**src/rtl/systolic_job_arbiter.sv**
```systemverilog
// systolic_job_arbiter: round-robin sharing of one systolic controller, with in-order result steering by tag FIFO
module systolic_job_arbiter #(
    parameter int NREQ      = 3,
    parameter int ROWS      = 2,
    parameter int COLS      = 2,
    parameter int WIDTH     = 4,
    parameter int ACC_WIDTH = 9,
    parameter int MAX_OUT   = 4
) (
    input  logic                               clk,
    input  logic                               rst,
    input  logic [NREQ-1:0]                    req_valid,
    output logic [NREQ-1:0]                    req_ready,
    input  logic [NREQ*ROWS*ROWS*WIDTH-1:0]    req_a_flat,
    input  logic [NREQ*ROWS*COLS*WIDTH-1:0]    req_b_flat,
    output logic                               ctl_in_valid,
    input  logic                               ctl_in_ready,
    output logic [ROWS*ROWS*WIDTH-1:0]         ctl_a_flat,
    output logic [ROWS*COLS*WIDTH-1:0]         ctl_b_flat,
    input  logic [ROWS*COLS*ACC_WIDTH-1:0]     ctl_c_flat,
    input  logic                               ctl_out_valid,
    output logic [NREQ-1:0]                    resp_valid,
    output logic [ROWS*COLS*ACC_WIDTH-1:0]     resp_c_flat,
    output logic [$clog2(NREQ)-1:0]            resp_id,
    output logic                               busy,
    output logic                               err_orphan
);
    localparam int AW  = ROWS*ROWS*WIDTH;
    localparam int BW  = ROWS*COLS*WIDTH;
    localparam int IDW = $clog2(NREQ);
    localparam int PW  = MAX_OUT > 1 ? $clog2(MAX_OUT) : 1;
    localparam int OW  = $clog2(MAX_OUT+1);

    typedef enum logic {S_ARB, S_HOLD} state_t;

    state_t           state, state_n;
    logic [IDW-1:0]   rr_ptr, grant, pick;
    logic             any, start, push, pop;
    logic [OW-1:0]    outstanding;
    logic [PW-1:0]    wr_ptr, rd_ptr;
    logic [IDW-1:0]   tags [MAX_OUT];

    function automatic logic [IDW-1:0] rr_add(input logic [IDW-1:0] p, input int k);
        int s;
        s = int'(p) + k;
        return IDW'(s >= NREQ ? s - NREQ : s);
    endfunction

    function automatic logic [PW-1:0] ptr_inc(input logic [PW-1:0] p);
        return (p == PW'(MAX_OUT-1)) ? '0 : p + 1'b1;
    endfunction

    // Scan downward so the closest requester to rr_ptr overrides farther ones.
    always_comb begin
        pick = '0;
        any  = 1'b0;
        for (int k = NREQ-1; k >= 0; k--) begin
            if (req_valid[rr_add(rr_ptr, k)]) begin
                pick = rr_add(rr_ptr, k);
                any  = 1'b1;
            end
        end
    end

    always_comb begin
        start        = state == S_ARB && any && outstanding < OW'(MAX_OUT);
        push         = state == S_HOLD && ctl_in_ready;
        pop          = ctl_out_valid && outstanding != '0;
        state_n      = state == S_ARB ? (start ? S_HOLD : S_ARB) : (ctl_in_ready ? S_ARB : S_HOLD);
        ctl_in_valid = state == S_HOLD;
        req_ready    = push ? NREQ'(1) << grant : '0;
        ctl_a_flat   = req_a_flat[grant*AW +: AW];
        ctl_b_flat   = req_b_flat[grant*BW +: BW];
        busy         = outstanding != '0 || state == S_HOLD;
    end

    always_ff @(posedge clk) begin
        if (rst) begin
            state       <= S_ARB;
            rr_ptr      <= '0;
            grant       <= '0;
            outstanding <= '0;
            wr_ptr      <= '0;
            rd_ptr      <= '0;
            resp_valid  <= '0;
            resp_c_flat <= '0;
            resp_id     <= '0;
            err_orphan  <= 1'b0;
        end else begin
            state       <= state_n;
            outstanding <= outstanding + OW'(push) - OW'(pop);
            resp_valid  <= pop ? NREQ'(1) << tags[rd_ptr] : '0;
            if (start) grant <= pick;
            if (push) begin
                tags[wr_ptr] <= grant;
                wr_ptr       <= ptr_inc(wr_ptr);
                rr_ptr       <= rr_add(grant, 1);
            end
            if (pop) begin
                rd_ptr      <= ptr_inc(rd_ptr);
                resp_id     <= tags[rd_ptr];
                resp_c_flat <= ctl_c_flat;
            end
            if (ctl_out_valid && !pop) err_orphan <= 1'b1;
        end
    end
endmodule
```
**config.mk**
```make
export PLATFORM = sky130hd
export DESIGN_NAME = systolic_job_arbiter
export DESIGN_NICKNAME = d
export VERILOG_FILES = /design/src/rtl/systolic_job_arbiter.sv
export SDC_FILE = /design/constraint.sdc
export NUM_CORES = 1
export LEC_CHECK = 0
export ABC_AREA = 1
export CORE_AREA = 8 8 129 83
export CTS_CLUSTER_SIZE = 10
export DETAILED_ROUTE_END_ITERATION = 6
export DIE_AREA = 0 0 137 91
export PLACE_DENSITY = 0.85
export SLEW_MARGIN = 10
export SYNTH_ARGS = -nofsm -noshare
export SYNTH_HDL_FRONTEND = slang
export SYNTH_SLANG_ARGS = --single-unit
```
**constraint.sdc**
```tcl
create_clock -name clk -period 6.4 [get_ports clk]
set_input_delay 1.6 -clock clk [delete_from_list [all_inputs] [get_ports clk]]
set_output_delay 1.6 -clock clk [all_outputs]
set_load 0.02 [all_outputs]
```
Yosys cells after proc, flatten, opt, wreduce, memory -nomap -nowiden
Memories as Yosys holds them, arrays and structs flattened. A register that Yosys moved wholly into a read port is not among the register bits.
Cells that the tools add are included.
{"block": "word_totals", "register_bits": 54, "ram_bits": 8, "inputBits": 139, "output_inout_bits": 79, "wordCells": 74, "mem_count": 1}
{"block": "op_classes", "n_addsub": 11, "magnitude_cmp": 8, "n_eq_ne": 2, "n_shift": 4, "muxes": 27, "bitwise": 2, "reduce_logical": 9}
{"memory": "tags", "depth": 4, "width": 2, "rd": 1, "rd_ports_with_merged_regs": 1, "write_ports": 1, "line": "41", "source": "logic [IDW-1:0] tags [MAX_OUT];"}
{"operator": "$shiftx 48x7->16", "n": 2}
{"operator": "$mux 2", "n": 11}
{"operator": "$mux 1", "n": 12}
{"operator": "$ge 3x2->1 const B", "n": 3}
{"operator": "$lt 2x3->1 const B", "n": 3}
{"operator": "$sub 2x2->2 const B", "n": 4}
{"operator": "$add 2x1->3 const B", "n": 2}
{"operator": "$bmux 1 s2", "n": 3}
{"operator": "$shl 1x2->3 const A", "n": 2}
{"operator": "$logic_and 1x1->1", "n": 5}
{"operator": "$add 2x1->2 const B", "n": 2}
{"operator": "$eq 2x2->1 const B", "n": 2}
{"operator": "$add 2x2->3 const B", "n": 1}
{"operator": "$add 3x1->3", "n": 1}
{"operator": "$lt 3x3->1 const B", "n": 1}
{"operator": "$mux 3", "n": 1}
{"operator": "$reduce_bool 3->1", "n": 1}
{"operator": "$sub 3x1->3", "n": 1}
{"operator": "$ge 2x2->1 const B", "n": 1}
{"operator": "$not 1->1", "n": 2}
{"operator": "$reduce_or 2->1", "n": 1}
{"operator": "$logic_not 1->1", "n": 1}
{"operator": "$logic_or 1x1->1", "n": 1}

Logic depth before layout (Yosys ltp)
{"block": "logic_depth", "word_depth": 12, "ltp_mapped": 12, "ltp_nobuf": 12}

Worst setup path after synthesis
Ideal clock, no wire load.
{"block": "synth_timing", "kind": "in2out", "startpoint": "input port req_a_flat[7]", "endpoint": "output port ctl_a_flat[7]", "arrival_ns": 2.139, "t_required_ns": 4.800, "setup_slack_ns": 2.661, "path_stages": 2, "n_path_buf": 0, "path_cell_list": "o21ai_0 o21ai_0"}
{"block": "synth_between", "elab_chain_cells": 1}
{"item": "start: declaration", "line": "14", "source": "input logic [NREQ*ROWS*ROWS*WIDTH-1:0] req_a_flat,"}
{"item": "$shiftx 48x7->16", "line": "72", "source": "ctl_a_flat = req_a_flat[grant*AW +: AW];"}
{"item": "end: declaration", "line": "18", "source": "output logic [ROWS*ROWS*WIDTH-1:0] ctl_a_flat,"}
No other way between the ends.

Final worst setup path
{"block": "layout_timing", "startpoint": "input port ctl_in_ready", "endpoint": "output port req_ready[1]"}
{"block": "layout_between", "elab_chain_cells": 2}
{"item": "start: declaration", "line": "17", "source": "input logic ctl_in_ready,"}
{"item": "$logic_and 1x1->1", "line": "67", "source": "push = state == S_HOLD && ctl_in_ready;"}
{"item": "$mux 3", "line": "71", "source": "req_ready = push ? NREQ'(1) << grant : '0;"}
{"item": "end: declaration", "line": "13", "source": "output logic [NREQ-1:0] req_ready,"}
No other way between the ends.

==> results.toml <==
[run_status]
status = "complete, no violations"

[floorplanning]
num_rows = 27
die_x_um = 137
die_height_um = 91
initial_core_util_pct = 38.4
dieArea_um2 = 12500
io_pins = 218
core_um2 = 8850

[drt]
route.met3.wl_um = 581
wl_met1_um = 5400
avgRoutedWirePerCell_um = 16.5
dr.pass1.iters = 4
vias = 4001
drt-initial-drc-count = 294
top_layer = "met4"
drc = 0
vias_per_cell = 4.96
ant_nets = 0
dr_wl_met2_um = 7060
wl_um = 13300

[setup_path]
worstPathRequired_ps = 4800
cp_max_fo = 8
end_kind = "primary output"
crit_type = "primary input to primary output"
critical-path-slowest-cell = "clkdlybuf4s50_1"
critical_path.max_stage_delay_ps = 590
cp_data_arrival_time_ps = 3200
path_cells = "clkdlybuf4s50_1, nand2_1, inv_1, nand2_1, inv_1, clkdlybuf4s50_1"
worst_setup_path_start_kind = "primary input"

[final_layout]
layout_commonest_cell = "clkdlybuf4s50_1"
finalCoreUtilization_pct = 66.5
drive_gt1_share_pct = 4.93
n_antenna_cell = 0
fill_cells = 728
layout.nets = 838
seq_area_um2 = 1360
area_growth_syn_to_layout_pct = 73.0
multi_input_area_um2 = 1740
layout_common_cells = "217 x clkdlybuf4s50_1, 119 x nor2_1, 107 x o21ai_0, 56 x dfxtp_1, 43 x nand3_1"
fin_area_um2 = 5890

[sta]
rsz0062_at_grt = "no"
fmax_mhz = 208
tns_ps = 0
fin_ws_ps = 1600
timing.slew.headroom_pct = 37.5
finalMaxSlewViolations = 0
worst_slew_pin_slew_ps = 937
period_share_pct = 75.0
layout_min_cycle_time_ps = 4800
hold_viol_final = 0
skew_ps = 5.63
setup_viol = 0

[synthesis]
syn_inst = 483
synthAdderAreaFrac_pct = 5.37
synth_top_family_by_area = "simple AND/OR/NAND/NOR gates"
synth-seq-area-share_pct = 40.0
synth_fp_nets = 636
synth_compound_area_share_pct = 19.0
syn_area_um2 = 3400
synth_area_leaders = "dfxtp_1 33%, o21ai_0 16%, nor2_1 13%, edfxtp_1 7.1%, nand3_1 6.3%"
synthMuxAreaShare_pct = 0
synth_xor_area_share_pct = 0.257
synth_cell_types = 30
yosys_warnings = 0
avgSynthCellArea_um2 = 7.04
ys_ff_latch = 64
yosys.area_share.simple_pct = 26.5
yosysTopAreaCell = "dfxtp_1"
synth_top_area_share_pct = 33.0

[place]
dpl_cell_area_um2 = 5590
dp_hpwl_um = 10100
preCtsSetupSlack_ps = 1600
placement.io_buffers = 217
place.gp.congestion = 0.838

[power]
ir_drop_mv = 0.226
power.density_nw_per_um2 = 418
leakage_nw = 2.40
power.total_mw = 2.46

[clocking]
root_buffer = "clkbuf_16"
clk_latency_ps = 320
htreeDepth = 3
cts_tree = "yes"
ctsResizeCount = 0
cts_max_path_buffers = 2
cts_setup_buffers = 0
clkSlewWorstSetupHoldPaths_ps = 50
cts_num_sinks = 64
cts_buffers = 9
hold_buffers = 0

[global_route]
antenna_found_initial = 0
grt_overflow = 0
grt_start_max_net_pins = 66
grt_pass1_vias = 3960
grt_pass1_wl_um = 21100
grt_use_total_pct = 21.0

[flow_run]
cap_viol_max_count = 0

[hold_path]
hp-class = "register to register"
==> through the flow <==
stage / hold WS (ps) / cells
global placement: 438 / 790
floorplan: 478 / 483
finish: 450 / 806
global route: 485 / 806
detailed placement: 450 / 790
CTS: 458 / 806
==> synth_stat cells (all sizes together) <==
cell type    n
edfxtp       8
nor2       130
a21boi       1
dfxtp       56
nand2       36
fa           1
inv         35
o22ai        1
nand3b       2
xor2         1
ha          13
o211a        2
a32oi        1
nor3         1
buf         18
nand3       43
or2          1
a21oi        9
clkbuf      13
o21ai      110
a211oi       1
==> area by class of cell <==
class	instances	share of cell area [%]
repair buffers	222	37.5
multi-input cells	353	29.5
flip-flops and latches	64	23.1
clock buffers	13	4.42
well taps	116	2.47
inverters	35	2.23
clock inverters	3	0.680
==> logic make-up (layout without fill, tap and decap cells) <==
family | Yosys count | count (layout)
simple gates | 213 | 213
fa+ha+maj | 14 | 14
compound gates | 125 | 125
xor+xnor | 1 | 1
flops | 64 | 64
buf+inv | 66 | 273
==> routing by layer <==
metal  GRT usage (%)  up-vias
li1                -     1989
met1            25.0     1886
met2            36.7      106
met3            4.62       20
met4            6.66        0
met5               0        -
==> worst max-delay path: cells and delay by family <==
kind          cells  cell delay, ps
simple gates      2             290
buf+inv           4            1310
==> where the power goes <==
part           switching, mW  total [mW]  internal (mW)  leakage [nW]
sequential            0.0609       0.585          0.524         0.534
clock                  0.165       0.486          0.321         0.150
combinational          0.804        1.39          0.585          1.72
==> path summary, 6_finish.rpt <==
check / startpoint / end / slack, ps / cells past startpoint
setup / recovery: ctl_in_ready / req_ready[1] / 1600 / 6
hold / removal: err_orphan / err_orphan / 450 / 2
setup reg to reg: outstanding[0] / outstanding[2] / 4170 / 9
hold reg to reg: err_orphan / err_orphan / 450 / 2
==> registers in the layout, summed over array words and instances (netlist names), named ones only <==
signal / cells
resp_c_flat: 36
err_orphan: 1
outstanding: 3
wr_ptr: 2
rd_ptr: 2
tags: 8
resp_valid: 3
ctl_in_valid: 1
resp_id: 2
rr_ptr: 2
grant: 2
Power figures use the tool's default switching activity.
==> RTL change 1 (config.mk and constraints unchanged) <==
Put one more register stage on the output `err_orphan`. The value now appears one clock later. The other outputs are not delayed to match.
--- a/src/rtl/systolic_job_arbiter.sv
+++ b/src/rtl/systolic_job_arbiter.sv
@@ -32,6 +32,8 @@
     localparam int OW  = $clog2(MAX_OUT+1);
 
     typedef enum logic {S_ARB, S_HOLD} state_t;
+
+    logic err_orphan_s0;
 
     state_t           state, state_n;
     logic [IDW-1:0]   rr_ptr, grant, pick;
@@ -85,7 +87,7 @@
             resp_valid  <= '0;
             resp_c_flat <= '0;
             resp_id     <= '0;
-            err_orphan  <= 1'b0;
+            err_orphan_s0 <= 1'b0;
         end else begin
             state       <= state_n;
             outstanding <= outstanding + OW'(push) - OW'(pop);
@@ -101,7 +103,11 @@
                 resp_id     <= tags[rd_ptr];
                 resp_c_flat <= ctl_c_flat;
             end
-            if (ctl_out_valid && !pop) err_orphan <= 1'b1;
+            if (ctl_out_valid && !pop) err_orphan_s0 <= 1'b1;
         end
     end
+    always_ff @(posedge clk) begin
+        err_orphan <= err_orphan_s0;
+    end
+
 endmodule
Behaviour: not the same (a bounded check fails within 4 cycles, from zero or initial values and one cycle with rst high).
==> RTL change 1 against the unedited design <==
  * Hold slack lost 0.098 ns
  * Synthesized area rose by 0.59%
  * Sequential cell count up 1
  * Final area rose by 0.70%
  * Utilization increased by 0.47 points
  * Setup slack lost 0.071 ns
  * Total power increased by 1.9%
  * Sequential power rose by 2%
  * Routed wire length is 2.9% higher
==> RTL change 1: results <==
[placement]
place_congestion = 0.894
pre_cts_ws_ns = 1.53
dpl_cell_area_sq_um = 5600
dp_hpwl_um = 10300

[power]
vdd_drop_max_mv = 0.223
p_per_area_nw_per_um2 = 423

[grt]
grt_use_met2 = 0.393
grt_use_met3 = 0.0446
grt_pass1_vias = 4103
grt_use_total = 0.213
grt_use_met1 = 0.235
grt_pass1_wl_um = 21300

[synth]
synthTopCellsByCount = "nor2_1 (119), o21ai_0 (107), dfxtp_1 (57)"
avgSynthCellArea_sq_um = 7.07
syn_nets = 637
yosysSeqAreaShare = 0.404
synthTopCellsByArea = "dfxtp_1 (33%), o21ai_0 (16%), nor2_1 (13%)"
synth_cell_types = 30

[outcome]
status = "completed"

[cts]
cts_resized = 0
clockRootBuffer = "clkbuf_16"
clk_latency_ns = 0.33

[routing]
firstDrtPassIters = 5
viasPerCell = 4.96
wirelength_um = 13700

[timing]
max_freq_ghz = 0.205
relSlewSlack = 0.373
clock_skew_ns = 0.00659

[layout]
n_fill_cell = 741

[worst_setup_path]
cp_slowest_stage_delay_ns = 0.62
arrival_ns = 3.27
-- RTL change 1: cell type report --
type	instances	area share
Sequential cell	65	0.233
Inverter	35	0.0222
Timing Repair Buffer	221	0.371
Multi-Input combinational cell	353	0.293
Clock buffer	14	0.0536
Clock inverter	2	0.00190
Tap cell	116	0.0245
-- RTL change 1: where the power goes --
group / switching [uW] / total (uW) / internal (uW)
combinational: 812 / 1400 / 584
clock: 174 / 517 / 343
sequential: 62.7 / 595 / 532
total: 1050 / 2510 / 1460
-- RTL change 1: layer usage --
layer	up-vias	part of all wire
li1	1991	-
met1	1841	0.39
met2	135	0.53
met3	31	0.053
met4	0	0.032
met5	-	0
-- RTL change 1: logic make-up (layout without fill, tap and decap cells) --
| logic type | after synthesis | count (layout) | share of synthesized area |
|---|---|---|---|
| AO/OA/AOI/OAI | 125 | 125 | 0.189 |
| XOR/XNOR | 1 | 1 | 0.00256 |
| adder cells (fa/ha/maj) | 14 | 14 | 0.0534 |
| buffers and inverters | 66 | 272 | 0.0881 |
| flip-flops | 65 | 65 | 0.404 |
| AND/OR/NAND/NOR | 213 | 213 | 0.264 |
-- RTL change 1: path summary, 6_finish.rpt --
kind	start	to	slack, ns	depth (start not counted)
worst max register to register	outstanding[0]	outstanding[2]	4.41	8
worst min register to register	err_orphan_s0	err_orphan	0.35	0
worst min-delay path	err_orphan_s0	err_orphan	0.35	0
worst max-delay path	ctl_in_ready	req_ready[1]	1.53	6
-- RTL change 1: worst reg2reg max path, cell delays in order, from the launching register on --
cell and delay (ns):
dfxtp_1 0.32, nor3_2 0.28, nor2_4 0.05, nand2_1 0.10
o21ai_0 0.15, ha_1 0.24, fa_1 0.38, or2_2 0.30
a21oi_1 0.11
==> RTL change 2 (same settings) <==
Without the edit above. `COLS`: 2 -> 1.
--- a/src/rtl/systolic_job_arbiter.sv
+++ b/src/rtl/systolic_job_arbiter.sv
@@ -2,7 +2,7 @@
 module systolic_job_arbiter #(
     parameter int NREQ      = 3,
     parameter int ROWS      = 2,
-    parameter int COLS      = 2,
+    parameter int COLS      = 1,
     parameter int WIDTH     = 4,
     parameter int ACC_WIDTH = 9,
     parameter int MAX_OUT   = 4
Ports: changed (resized ctl_b_flat, ctl_c_flat, req_b_flat and resp_c_flat); port bits go from 218 to 150. The function was not compared with the original's and may differ.
==> RTL change 2 against the unedited design <==
  * Non-clock buffer count fell by 70
  * Hold slack got worse by 0.00079 ns
  * Sequential cell count fell by 18
  * Total power fell by 30%
  * Die area did not move
  * Synthesized area fell by 24%
  * Register-to-register slack improved by 0.12 ns
  * Via count fell by 27%
  * Count of clock-buffer cells in the layout fell by 8
  * Final area fell by 27%
  * Critical path depth did not move
  * Routed wire length fell by 31%
  * Setup slack got worse by 0.058 ns
  * Largest power group unchanged
==> RTL change 2: results <==
[synth]
synth_compound_gate_area_share = 0.187
yosysSeqAreaShare = 0.386
synthAdderAreaFrac = 0.0705
synth_cell_types = 28
yosys_register_bits = 46
syn_nets = 480
synthTopCellsByArea = "dfxtp_1 (29%), o21ai_0 (13%), nor2_1 (12%)"
synth_xor_area_frac = 0.00338

[layout]
bufAreaShareNonClock = 0.350
multi_input_comb_cells = 266
multi_input_area_share = 0.313
n_fill_cell = 836
largestRegisters = "resp_c_flat (18), tags (8)"
nClkBuffers = 5
signal_buffers = 152
final_nets = 619
seqCellArea_sq_um = 1000

[grt]
grt_pass1_wl_um = 14800
grt_max_degree = 49
grt_pass1_vias = 2926
grt_use_met1 = 0.180
grt_use_met2 = 0.250
grt_use_total = 0.144

[cts]
clk_latency_ns = 0.29
h-tree-depth = 2

[power]
switching_share = 0.426
p_per_area_nw_per_um2 = 396
power_uw = 1710
power_leakage_uw = 0.00178
vdd_drop_max_mv = 0.165
p_clk_uw = 298

[placement]
dp_hpwl_um = 7110
dpl_cell_area_sq_um = 4150
port_buffers = 149
place_congestion = 0.859

[timing]
clock_skew_ns = 0.00741
relSlewSlack = 0.426

[worst_setup_path]
ff2ff_path_depth = 8
reg2reg_from = "outstanding[2]"
r2r_setup_slack_ns = 4.29

[outcome]
status = "completed"

[routing]
viasPerCell = 4.70
drt-initial-drc-count = 136
RTL change 2: cell count changes in the layout (fill, tap and decap cells not counted), moves of 2 or more:
cell / delta
dfxtp_1: -18
clkbuf_16: -4
clkbuf_8: -2
clkdlybuf4s50_1: -68
nor2_2: -10
o21ai_0: -42
buf_4: -2
nand2_1: -2
inv_2: +2
nand2_2: +3
o21ai_1: +9
clkbuf_1: -2
nor2_1: -33
nand3_1: -13
RTL change 2: stage by stage:
step	utilization	instances	hold slack [ns]
2_1_floorplan	-	369	0.478
4_1_cts	0.488	625	0.452
5_1_grt	0.488	625	0.501
3_5_place_dp	0.469	617	0.442
6_report	0.488	625	0.449
3_3_place_gp	0.469	617	0.438
RTL change 2: routing by layer:
metal  part of all wire  up-vias
met5                  0        -
met4              0.016        0
met3              0.033       12
met2               0.51       79
met1               0.44     1366
li1                   -     1482
